==> src/rtl/fb_arbiter.sv <==
// rtl/fb_arbiter.sv - framebuffer RAM arbiter between display scan-out and processor
//
// Purpose:
//   Shares one single-port synchronous framebuffer RAM between the HDMI
//   scan-out path (strict priority, fixed 3-cycle read latency) and the
//   processor (req/ack handshake, reads and writes).
//
// Optional feature macro: FB_ARB_STARVE_GUARD_EN
//   Defined   : a pending processor access that keeps losing to the display
//               is forced a slot after STARVE_LIMIT lost cycles; dropped display
//               requests are counted in drop_cnt.
//   Undefined : strict display priority, drop_cnt tied to 0.
//
// Ports:
//   clk, rst                 clock, asynchronous active-low reset
//   disp_req/disp_addr       display read request and pixel address
//   disp_valid/disp_data     display read return (3 cycles after request)
//   cpu_req/cpu_we/cpu_addr/cpu_wdata  processor request, held until cpu_ack
//   cpu_ack/cpu_rdata        processor completion pulse and read data
//   mem_addr/mem_wdata/mem_we  registered RAM command port
//   mem_rdata                RAM read data, one cycle after mem_addr
//   drop_cnt                 saturating count of display requests not serviced

module fb_arbiter #(
   parameter int ADDR_W       = 18,
   parameter int DATA_W       = 8,
   parameter int STARVE_LIMIT = 64
) (
   input  logic              clk,
   input  logic              rst,
   input  logic              disp_req,
   input  logic [ADDR_W-1:0] disp_addr,
   output logic              disp_valid,
   output logic [DATA_W-1:0] disp_data,
   input  logic              cpu_req,
   input  logic              cpu_we,
   input  logic [ADDR_W-1:0] cpu_addr,
   input  logic [DATA_W-1:0] cpu_wdata,
   output logic              cpu_ack,
   output logic [DATA_W-1:0] cpu_rdata,
   output logic [ADDR_W-1:0] mem_addr,
   output logic [DATA_W-1:0] mem_wdata,
   output logic              mem_we,
   input  logic [DATA_W-1:0] mem_rdata,
   output logic [15:0]       drop_cnt
);

   typedef enum logic [2:0] {
      C_IDLE = 3'd0,
      C_PEND = 3'd1,
      C_RD   = 3'd2,
      C_WR   = 3'd3,
      C_ACK  = 3'd4
   } cpu_state_t;

   cpu_state_t state, state_nxt;

   logic force_cpu;
   logic cpu_grant;
   logic disp_grant;

   // Read tag pipeline: stage 0 is aligned with mem_addr, stage 1 with mem_rdata.
   logic tag0_valid, tag0_cpu;
   logic tag1_valid, tag1_cpu;

`ifdef FB_ARB_STARVE_GUARD_EN
   localparam int SW = $clog2(STARVE_LIMIT + 1);
   logic [SW-1:0] starve_cnt;

   assign force_cpu = (state == C_PEND) && (starve_cnt >= SW'(STARVE_LIMIT));

   always_ff @(posedge clk or negedge rst) begin
      if (!rst) begin
         starve_cnt <= '0;
         drop_cnt   <= '0;
      end else begin
         if (cpu_grant)
            starve_cnt <= '0;
         else if ((state == C_PEND) && disp_req && (starve_cnt != SW'(STARVE_LIMIT)))
            starve_cnt <= starve_cnt + 1'b1;
         if (disp_req && !disp_grant && (drop_cnt != 16'hFFFF))
            drop_cnt <= drop_cnt + 16'd1;
      end
   end
`else
   assign force_cpu = 1'b0;
   assign drop_cnt  = 16'd0;
`endif

   // A forced processor slot steals the cycle even when the display is asking.
   assign disp_grant = disp_req && !force_cpu;
   assign cpu_grant  = (state == C_PEND) && (!disp_req || force_cpu);

   always_comb begin
      state_nxt = state;
      cpu_ack   = 1'b0;
      case (state)
         C_IDLE: if (cpu_req) state_nxt = C_PEND;
         C_PEND: if (cpu_grant) state_nxt = cpu_we ? C_WR : C_RD;
         C_WR: begin
            cpu_ack   = 1'b1;
            state_nxt = C_IDLE;
         end
         C_RD: if (tag1_valid && tag1_cpu) state_nxt = C_ACK;
         C_ACK: begin
            cpu_ack   = 1'b1;
            state_nxt = C_IDLE;
         end
         default: state_nxt = C_IDLE;
      endcase
   end

   always_ff @(posedge clk or negedge rst) begin
      if (!rst) begin
         state      <= C_IDLE;
         mem_addr   <= '0;
         mem_wdata  <= '0;
         mem_we     <= 1'b0;
         tag0_valid <= 1'b0;
         tag0_cpu   <= 1'b0;
         tag1_valid <= 1'b0;
         tag1_cpu   <= 1'b0;
         disp_valid <= 1'b0;
         disp_data  <= '0;
         cpu_rdata  <= '0;
      end else begin
         state  <= state_nxt;
         mem_we <= cpu_grant && cpu_we;
         if (disp_grant)
            mem_addr <= disp_addr;
         else if (cpu_grant)
            mem_addr <= cpu_addr;
         if (cpu_grant && cpu_we)
            mem_wdata <= cpu_wdata;

         // Writes return nothing, so only reads enter the tag pipeline.
         tag0_valid <= disp_grant || (cpu_grant && !cpu_we);
         tag0_cpu   <= cpu_grant;
         tag1_valid <= tag0_valid;
         tag1_cpu   <= tag0_cpu;

         disp_valid <= tag1_valid && !tag1_cpu;
         if (tag1_valid && !tag1_cpu)
            disp_data <= mem_rdata;
         if (tag1_valid && tag1_cpu)
            cpu_rdata <= mem_rdata;
      end
   end

endmodule

==> config.mk <==
export PLATFORM = sky130hd
export DESIGN_NAME = fb_arbiter
export DESIGN_NICKNAME = d
export VERILOG_FILES = /design/src/rtl/fb_arbiter.sv
export SDC_FILE = /design/constraint.sdc
export NUM_CORES = 1
export LEC_CHECK = 0
export BUFFER_PORTS_ARGS = -buffer_cell sky130_fd_sc_hd__clkbuf_2
export CAP_MARGIN = 10
export CORE_MARGIN = 8
export CORE_UTILIZATION = 35
export CTS_BUF_LIST = sky130_fd_sc_hd__clkbuf_16
export DETAILED_ROUTE_END_ITERATION = 7
export PLACE_DENSITY = 0.65
export SETUP_SLACK_MARGIN = 0.4
export SLEW_MARGIN = 25
export SYNTH_ARGS = -nofsm -noshare
export SYNTH_HDL_FRONTEND = slang
export SYNTH_SLANG_ARGS = --single-unit
==> constraint.sdc <==
create_clock -name clk -period 1.5 [get_ports clk]
set_input_delay 0.15 -clock clk [delete_from_list [all_inputs] [get_ports clk]]
set_output_delay 0.15 -clock clk [all_outputs]
set_load 0.01 [all_outputs]
# Yosys cells after proc, flatten, opt, wreduce, memory -nomap -nowiden
# Cells that the tools add are included.
# word_totals
reg_bits	51
latch_bits	0
ramBits	0
romBits	0
input_bits	57
output_inout_bits	61
wordCells	39
memories	0
# classes
add_sub_neg	0
multipliers	0
div_mod_pow	0
order_cmp	0
eq_ne	7
shift	0
n_mux	8
n_bitwise	0
reduce_logical	13
# ops
cell	n
$mux 18	2
$mux 3	3
$pmux 3 s3	1
$eq 3x2->1 const B	2
$ne 2x2->1 const B	3
$logic_and 1x1->1	5
$eq 3x1->1 const B	1
$eq 3x3->1 const B	1
$logic_not 1->1	3
$logic_not 3->1	1
$reduce_and 3->1	1
$mux 1	2
$reduce_bool 2->1	1
$reduce_or 2->1	1
$logic_or 1x1->1	1

# Logic depth before layout (Yosys ltp)
# Gate-level depths: netlist (run 1).
# logic_depth
ltp_word	4
mapped_depth	4
depth_no_buf	3

# Least setup slack after synthesis (run 1)
# No wires, ideal clock.
# synth_path
path_type	flip-flop to flip-flop
start	register state[2]
end	register mem_addr[0]
setup_time_ps	125
arrival_ps	1334
t_required_ps	1375
path_slack_ps	41
path_stages_with_launch	5
path_buffers	1
period_less_slack_ps	1459
path_cell_list	dfrtp_1 > nor2_1 > a21oi_4 > clkbuf_8 > mux2_2
# synth_between
elab_chain_cells	3
# synth_lines
element	line_no	source
from (decl)	56	cpu_state_t state, state_nxt;
from (signal assigned)	127	state <= state_nxt;
$eq 3x1->1	92	assign cpu_grant = (state == C_PEND) && (!disp_req || force_cpu);
$logic_and 1x1->1	92	
$reduce_bool 2->1 (no source line)	-	
to (signal assigned)	130	mem_addr <= disp_addr;
to (signal assigned)	132	mem_addr <= cpu_addr;
to (decl)	41	output logic [ADDR_W-1:0] mem_addr,
# Every way passes these cells.
# A chain may end at the register's enable or synchronous reset.

# Worst setup path in the final report (run 1)
# layout_path
start	register state[2]
end	register mem_addr[12]
# The elaborated chain is that of the path after synthesis.

==> flow_summary.json, run 1 <==
{
  "drt_pass1_iterations": 3,
  "p_comb_share_pct": 42.2,
  "critPathKind": "reg -> reg",
  "clock-sinks": 51,
  "core_mm2": 0.00628,
  "dp_cells": 328,
  "grt_pass1_vias": 1650,
  "syn-cell-area_mm2": 0.00223,
  "seq_power_share_pct": 37.1,
  "dr_total_vias": 1594,
  "leakagePower_nw": 1.75,
  "fmaxAchievable_mhz": 690,
  "grt.overflow.total": 0,
  "finalSetupViolCount": 0,
  "yosys_warnings": 0,
  "drtAntennaViolNets": 0,
  "clk_latency_ns": 0.28,
  "grt_pass1_wl_um": 8050,
  "cp.arrival_ns": 1.62,
  "placed_area_mm2": 0.00284,
  "p_sw_mw": 1.87,
  "crit_start": "state[2]",
  "fin_crit_sh_pct": 96.6,
  "drive_gt1_share_pct": 73.8,
  "synth_cells": 150,
  "ioPinCount": 118,
  "htreeDepth": 2,
  "start_kind": "flip-flop",
  "fin_nets": 335,
  "drtIter0Drc": 31,
  "peakVddDrop_mv": 0.836,
  "yosys.cell_types.count": 20,
  "tns_ns": 0,
  "post_drt_via_cell_ratio": 4.48,
  "cp-end-kind": "flip-flop",
  "hp-class": "in -> reg",
  "cap_viol_max_count": 0,
  "portBuffers": 101,
  "clkPwrFrac_pct": 20.7,
  "clock_skew_ns": 0.00519,
  "p_int_mw": 4.21,
  "drc": 0,
  "rows": 29,
  "initial_utilization_pct": 35.6,
  "antenna_found_initial": 0,
  "status": "finished, final reports clean",
  "fin_cells": 356,
  "antennaDiodeCount": 0,
  "min_from": "cpu_wdata[1]",
  "slew_violations": 0,
  "timing.rr.start": "state[2]",
  "rsz0062_at_grt": "true",
  "grt_max_degree": 52,
  "swShare_pct": 30.7,
  "root_buffer": "clkbuf_16",
  "ys_seq_area_share_pct": 57.1,
  "multi_input_area_mm2": 0.00105,
  "cts-buffers-inserted": 5,
  "wl_per_cell_um": 15.7,
  "stdcell_area_mm2": 0.00339,
  "dp_hpwl_um": 3780,
  "cts_tree": "yes",
  "finalHoldViolCount": 0,
  "fill_cells": 554,
  "synth_seq_cells": 51,
  "syn2layout_area_growth_pct": 51.6,
  "required_ns": 1.67,
  "grt_util_all_layers_pct": 11.2,
  "worstPathMaxFanout": 5,
  "clockBufferDepth": 2,
  "routabilityCongestion": 0.635,
  "regArea_mm2": 0.00128,
  "die_w_um": 95.9,
  "die_h_um": 95.9,
  "powerDensity_mw_per_mm2": 1790,
  "dieArea_mm2": 0.00920,
  "post-route-min-period_ns": 1.45,
  "clk_pin_slew_ns": 0.07,
  "postRouteWirelength_um": 5570,
  "synth_area_per_cell_um2": 14.9
}
cell families (layout without fill, tap and decap cells):
logic type             Yosys count  in the layout  synth area share (%)
buffers and inverters           22            134                  6.94
AND/OR/NAND/NOR                 10             12                  3.47
AO/OA/AOI/OAI                    6              6                  2.07
flip-flops                      51             51                  57.1
other                            1             16                 0.168
multiplexers                    60             60                  30.2
critical path, cell delays in order (launching register included):
cell and delay [ns]:
dfrtp_2 0.38, buf_4 0.13, nor2_4 0.04, a21oi_4 0.23, buf_6 0.15, buf_12 0.11
mux2_4 0.29
power by group through the flow:
stage               combinational [mW]  sequential, mW  clock [mW]
floorplan                        0.921            2.47           0
global placement                  1.92            2.23           0
detailed placement                1.96            2.25           0
CTS                               2.19            2.23        1.30
global route                      2.75            2.32        1.35
finish                            2.56            2.25        1.26
flip-flops by register name, summed over array words and instances (netlist names):
name / cells
mem_addr: 18
cpu_rdata: 8
disp_data: 8
mem_wdata: 8
state: 3
disp_valid: 1
mem_we: 1
tag0_cpu: 1
tag0_valid: 1
tag1_cpu: 1
tag1_valid: 1
placed cells by master (no fill, tap or decap):
master and count:
a21o_2 1, a21oi_1 1, a21oi_2 1, a21oi_4 1, buf_12 2, buf_2 1, buf_4 6, buf_6 12
bufinv_16 1, clkbuf_16 7, clkbuf_2 100, clkinv_1 1, clkinv_2 1, conb_1 16, dfrtp_1 48, dfrtp_2 3
dlygate4sd3_1 1, inv_1 1, inv_2 1, mux2_2 30, mux2_4 30, nand2_1 1, nand2_4 1, nand2_8 3
nor2_1 1, nor2_4 1, nor2b_1 1, nor2b_2 1, nor3b_2 1, nor4b_4 1, o21ai_0 1, o22ai_2 1
or2b_1 1
cell usage after synthesis (all sizes together):
cell | count | area [um^2]
clkbuf | 2 | 17.5
buf | 18 | 130
nor4b | 1 | 23.8
mux2 | 60 | 676
nand2 | 3 | 18.8
nor2 | 2 | 7.51
a21oi | 3 | 26.3
inv | 2 | 7.51
a21o | 1 | 8.76
dfrtp | 51 | 1280
nor2b | 2 | 12.5
o22ai | 1 | 6.26
conb | 1 | 3.75
o21ai | 1 | 5.00
nor3b | 1 | 7.51
or2b | 1 | 7.51
metal layers:
layer	global-route usage (%)	part of all wire, %	up-vias
met5	0	0	-
met4	3.46	0.65	0
met3	3.82	8.7	4
met2	19.5	51	65
met1	12.7	40	780
li1	-	-	745
stage by stage:
step / utilization (%) / hold WS (ns) / worst slack [ns] / total power [mW]
floorplan: - / -0.146 / 0.0845 / 3.39
global placement: 45.3 / 0.167 / 0.144 / 4.15
detailed placement: 45.3 / 0.171 / 0.0774 / 4.21
CTS: 50.5 / 0.0869 / 0.0689 / 5.72
global route: 54.0 / 0.0837 / 0.000360 / 6.43
finish: 54.0 / 0.0928 / 0.0508 / 6.08
worst paths after layout:
path                                     end  slack [ns]  cells after the start
worst max-delay path            mem_addr[12]        0.05                      6
worst min-delay path            mem_wdata[1]        0.09                      2
worst max register to register  mem_addr[12]        0.05                      6
worst min register to register    tag1_valid        0.35                      0
max in group asynchronous           state[2]        0.86                      3
min in group asynchronous       cpu_rdata[1]        0.39                      3
cell type report:
type	instances	area share, %
Sequential cell	51	37.8
Timing Repair Buffer	124	23.2
Tap cell	77	2.84
Inverter	2	0.222
Clock buffer	5	3.69
Clock inverter	3	1.15
Multi-Input combinational cell	94	31.1
timing repair:
action                                  4_1_cts  5_1_grt
endpoints found under the setup margin       45       48
hold buffers                                  1        0
setup buffers                                10        3
cloned                                        2        4
pin swaps                                     3        3
resized for setup                            21       29
endpoints found under the hold margin        51        0
Power figures use the tool's default switching activity.
==> run 2, diff against run 1 <==
--- a/config.mk
+++ b/config.mk
@@ -12,6 +12,7 @@
 export CTS_BUF_LIST = sky130_fd_sc_hd__clkbuf_16
 export DETAILED_ROUTE_END_ITERATION = 7
 export PLACE_DENSITY = 0.65
+export REMOVE_ABC_BUFFERS = 1
 export SETUP_SLACK_MARGIN = 0.4
 export SLEW_MARGIN = 25
 export SYNTH_ARGS = -nofsm -noshare
==> flow_summary.json, run 2 (synthesis results as in run 1) <==
{
  "grt_pass1_vias": 1585,
  "fin_nets": 328,
  "final_common_cell": "clkbuf_2",
  "initial_utilization_pct": 35.6,
  "portBuffers": 101,
  "p_comb_share_pct": 40.7,
  "cp.arrival_ns": 1.27,
  "swShare_pct": 31.9,
  "dr_total_vias": 1570,
  "status": "finished, final reports clean",
  "tns_ns": 0,
  "stdcell_area_mm2": 0.00319,
  "p_int_mw": 3.83,
  "clk_latency_ns": 0.28,
  "dp_hpwl_um": 3910,
  "fmaxAchievable_mhz": 702,
  "grt.overflow.total": 0,
  "leakagePower_nw": 1.64,
  "post-route-min-period_ns": 1.42,
  "max_flop_register": "mem_addr",
  "worst_slack_ns": 0.0761,
  "cts-buffers-inserted": 5,
  "drc": 0,
  "slew_violations": 0,
  "powerDensity_mw_per_mm2": 1760,
  "grt_util_all_layers_pct": 11.2,
  "p_total_mw": 5.63,
  "core_mm2": 0.00628,
  "clk_pin_slew_ns": 0.07,
  "postRouteWirelength_um": 5460,
  "drive_gt1_share_pct": 72.1,
  "fin_crit_sh_pct": 94.9,
  "largest_register_ffs": 18,
  "placed_area_mm2": 0.00283,
  "grt_pass1_wl_um": 7980,
  "cp-end-kind": "primary output",
  "root_buffer": "clkbuf_16",
  "syn2layout_area_growth_pct": 42.7,
  "die_w_um": 95.9,
  "finalHoldViolCount": 0,
  "antenna_found_initial": 0,
  "die_h_um": 95.9,
  "routabilityCongestion": 0.680,
  "peakVddDrop_mv": 0.889,
  "rsz0062_at_grt": "true",
  "ioPinCount": 118,
  "critPathKind": "reg -> out",
  "cap_viol_max_count": 0,
  "seq_power_share_pct": 39.8,
  "clkPwrFrac_pct": 19.5,
  "clock_skew_ns": 0.00600,
  "drtIter0Drc": 30,
  "p_sw_mw": 1.80,
  "worstPathMaxFanout": 5,
  "layout_common_cells": "100 x clkbuf_2, 49 x dfrtp_1, 44 x mux2_2",
  "fill_cells": 589,
  "grt_max_degree": 52,
  "holdWs_ns": 0.0929,
  "post_drt_via_cell_ratio": 4.50,
  "start_kind": "flip-flop",
  "antennaDiodeCount": 0,
  "drt_pass1_iterations": 4,
  "final_util_pct": 50.8,
  "dieArea_mm2": 0.00920,
  "required_ns": 1.35,
  "fin_cells": 349,
  "finalSetupViolCount": 0,
  "dp_cells": 329,
  "rows": 29,
  "drtAntennaViolNets": 0,
  "clock-sinks": 51,
  "clockBufferDepth": 2,
  "hp-class": "in -> reg",
  "htreeDepth": 2,
  "cts_tree": "yes",
  "pre_cts_ws_ns": 0.106,
  "wl_per_cell_um": 15.7
}
[run 2: cell count changes in the layout (fill, tap and decap cells not counted), moves of 2 or more]
cell,change
mux2_2,+14
mux2_4,-14
buf_6,-7
clkbuf_16,-2
clkinvlp_4,+2
nand2_4,+2
nand2_8,-2
[run 2: power by group through the flow]
stage | Clock, mW | Combinational (mW) | Sequential [mW]
3_5_place_dp | 0 | 1.94 | 2.24
2_1_floorplan | 0 | 0.788 | 2.47
3_3_place_gp | 0 | 1.91 | 2.21
6_report | 1.10 | 2.29 | 2.24
4_1_cts | 1.14 | 2.13 | 2.22
5_1_grt | 1.20 | 2.47 | 2.32
[run 2: layout make-up]
cell class,instances,area [um^2],area share (%)
clock buffers,5,125,3.92
clock inverters,3,20.0,0.628
inverters,2,7.51,0.235
multi-input cells,94,977,30.6
flip-flops and latches,51,1280,40.1
well taps,77,96.3,3.02
repair buffers,117,684,21.5
[run 2: final timing paths]
path / start / depth (start not counted) / slack [ns] / end
setup / recovery: state[2] / 3 / 0.08 / cpu_ack
min in group asynchronous: rst / 3 / 0.40 / cpu_rdata[0]
hold reg to reg: tag0_valid / 0 / 0.35 / tag1_valid
max in group asynchronous: rst / 3 / 0.86 / state[2]
hold / removal: cpu_wdata[1] / 2 / 0.09 / mem_wdata[1]
setup reg to reg: state[2] / 4 / 0.12 / mem_wdata[5]
[run 2: repair_timing]
item                                    in CTS  in global routing
gates cloned                                 1                  2
pin swaps                                    2                  4
resized for setup                           17                 17
buffers inserted                             4                  4
hold buffers                                 1                  0
hold endpoints to repair                    51                  0
endpoints found under the setup margin      45                 48
[run 2: critical path, stage by stage (launching register included)]
cell and delay, ns:
dfrtp_2 0.43, or2b_1 0.25, o22ai_2 0.15, buf_2 0.16
[run 2: metal layers]
layer / GRT usage (%) / vias to the layer above / routed length, um
li1: - / 728 / -
met1: 13.6 / 773 / 2150
met2: 18.6 / 64 / 2770
met3: 3.28 / 5 / 467
met4: 4.23 / 0 / 73
met5: 0 / - / 0
==> run 3, diff against run 2 <==
--- a/config.mk
+++ b/config.mk
@@ -8,10 +8,10 @@
 export BUFFER_PORTS_ARGS = -buffer_cell sky130_fd_sc_hd__clkbuf_2
 export CAP_MARGIN = 10
 export CORE_MARGIN = 8
-export CORE_UTILIZATION = 35
+export CORE_UTILIZATION = 40
 export CTS_BUF_LIST = sky130_fd_sc_hd__clkbuf_16
 export DETAILED_ROUTE_END_ITERATION = 7
-export PLACE_DENSITY = 0.65
+export PLACE_DENSITY = 0.73
 export REMOVE_ABC_BUFFERS = 1
 export SETUP_SLACK_MARGIN = 0.4
 export SLEW_MARGIN = 25
==> flow_summary.json, run 3 (synthesis results as in run 1) <==
{
  "clkPwrFrac_pct": 18.8,
  "cts_tree": "yes",
  "cp.buffers_inverters": 1,
  "core_mm2": 0.00544,
  "drc": 0,
  "htreeDepth": 2,
  "drive_gt1_share_pct": 71.4,
  "rows": 27,
  "wl_per_cell_um": 15.3,
  "die_h_um": 90.7,
  "dieArea_mm2": 0.00823,
  "antennaDiodeCount": 0,
  "dr_total_vias": 1540,
  "drtIter0Drc": 37,
  "grt_pass1_vias": 1823,
  "peakVddDrop_mv": 0.816,
  "finalHoldViolCount": 0,
  "largest_register_ffs": 18,
  "crit_family": "flip-flops",
  "start_kind": "flip-flop",
  "multi_input_area_um2": 981,
  "clk_latency_ns": 0.28,
  "clockBufferDepth": 2,
  "cts-buffers-inserted": 5,
  "post-route-min-period_ns": 1.40,
  "die_w_um": 90.7,
  "hp-class": "in -> reg",
  "drtAntennaViolNets": 0,
  "cap_viol_max_count": 0,
  "grt_pass1_wl_um": 8600,
  "post_drt_via_cell_ratio": 4.46,
  "final_util_pct": 58.6,
  "critPathSlowestCell": "dfrtp_2",
  "initial_utilization_pct": 41.1,
  "p_int_mw": 3.82,
  "worstPathMaxFanout": 5,
  "clock_skew_ns": 0.00353,
  "crit_chain": "or2b_1, o22ai_2, buf_2",
  "layout_common_cells": "100 x clkbuf_2, 48 x dfrtp_1, 44 x mux2_2",
  "drt_pass1_iterations": 4,
  "regArea_mm2": 0.00128,
  "p_sw_mw": 1.75,
  "critPathKind": "reg -> out",
  "rsz0062_at_grt": "true",
  "finalSetupViolCount": 0,
  "antenna_found_initial": 0,
  "cp-end-kind": "primary output",
  "grt.overflow.total": 0,
  "fin_nets": 329,
  "final_common_cell": "clkbuf_2",
  "fmaxAchievable_mhz": 714,
  "clk_pin_slew_ns": 0.06,
  "dp_hpwl_um": 3780,
  "p_comb_share_pct": 40.7,
  "fin_crit_sh_pct": 93.3,
  "root_buffer": "clkbuf_16",
  "tns_ns": 0,
  "clock-sinks": 51,
  "cpPeakStageDelay_ns": 0.44,
  "slew_violations": 0,
  "p_total_mw": 5.57,
  "grt_util_all_layers_pct": 12.8,
  "max_flop_register": "mem_addr",
  "required_ns": 1.35,
  "routabilityCongestion": 0.753,
  "portBuffers": 101,
  "cp.arrival_ns": 1.25,
  "powerDensity_mw_per_mm2": 1750,
  "ioPinCount": 118,
  "fill_cells": 477,
  "grt_max_degree": 52,
  "syn2layout_area_growth_pct": 42.6,
  "seq_power_share_pct": 40.6,
  "leakagePower_nw": 1.64,
  "status": "finished, final reports clean",
  "postRouteWirelength_um": 5290,
  "swShare_pct": 31.4
}
[run 3: what timing repair did]
item	CTS	global route
pin swaps	0	2
setup buffers	6	4
hold buffers	1	0
cloned	2	1
setup endpoints to repair	44	46
resized for setup	16	23
endpoints found under the hold margin	51	0
[run 3: power groups by stage]
stage / Clock (mW) / Sequential (mW) / Combinational [mW]
6_report: 1.05 / 2.26 / 2.27
5_1_grt: 1.16 / 2.34 / 2.46
4_1_cts: 1.09 / 2.24 / 2.06
3_5_place_dp: 0 / 2.25 / 1.89
3_3_place_gp: 0 / 2.23 / 1.86
2_1_floorplan: 0 / 2.47 / 0.788
[run 3: routing by layer]
| metal | share of wire [%] | routed length [um] | track usage, % | vias up |
|---|---|---|---|---|
| met4 | 0.44 | 23 | 4.16 | 0 |
| met2 | 49 | 2590 | 21.9 | 65 |
| met1 | 41 | 2150 | 13.0 | 742 |
| met3 | 9.9 | 524 | 7.15 | 2 |
| met5 | 0 | 0 | 0 | - |
| li1 | - | - | - | 731 |
[run 3: worst paths after layout]
path	to	slack [ns]	startpoint	cells past startpoint
max in group asynchronous	state[0]	0.87	rst	3
min in group asynchronous	mem_addr[3]	0.39	rst	3
min	mem_wdata[7]	0.10	cpu_wdata[7]	2
max reg2reg	mem_wdata[2]	0.14	state[2]	4
max	cpu_ack	0.10	state[1]	3
min reg2reg	tag1_cpu	0.35	tag0_cpu	0
[run 3: cell type report]
cell class | instances | area share [%]
clock buffers | 5 | 3.93
clock inverters | 3 | 0.353
inverters | 2 | 0.236
multi-input cells | 94 | 30.8
flip-flops and latches | 51 | 40.2
well taps | 72 | 2.83
repair buffers | 118 | 21.7
[run 3: through the flow]
step	cells	hold WS [ns]	worst slack, ns	instance area (um^2)
3_5_place_dp	323	0.164	0.0913	2800
2_1_floorplan	145	-0.146	0.0787	2140
6_report	345	0.101	0.100	3190
4_1_cts	340	0.0924	0.0739	3060
5_1_grt	345	0.0970	0.0300	3190
3_3_place_gp	323	0.161	0.118	2800
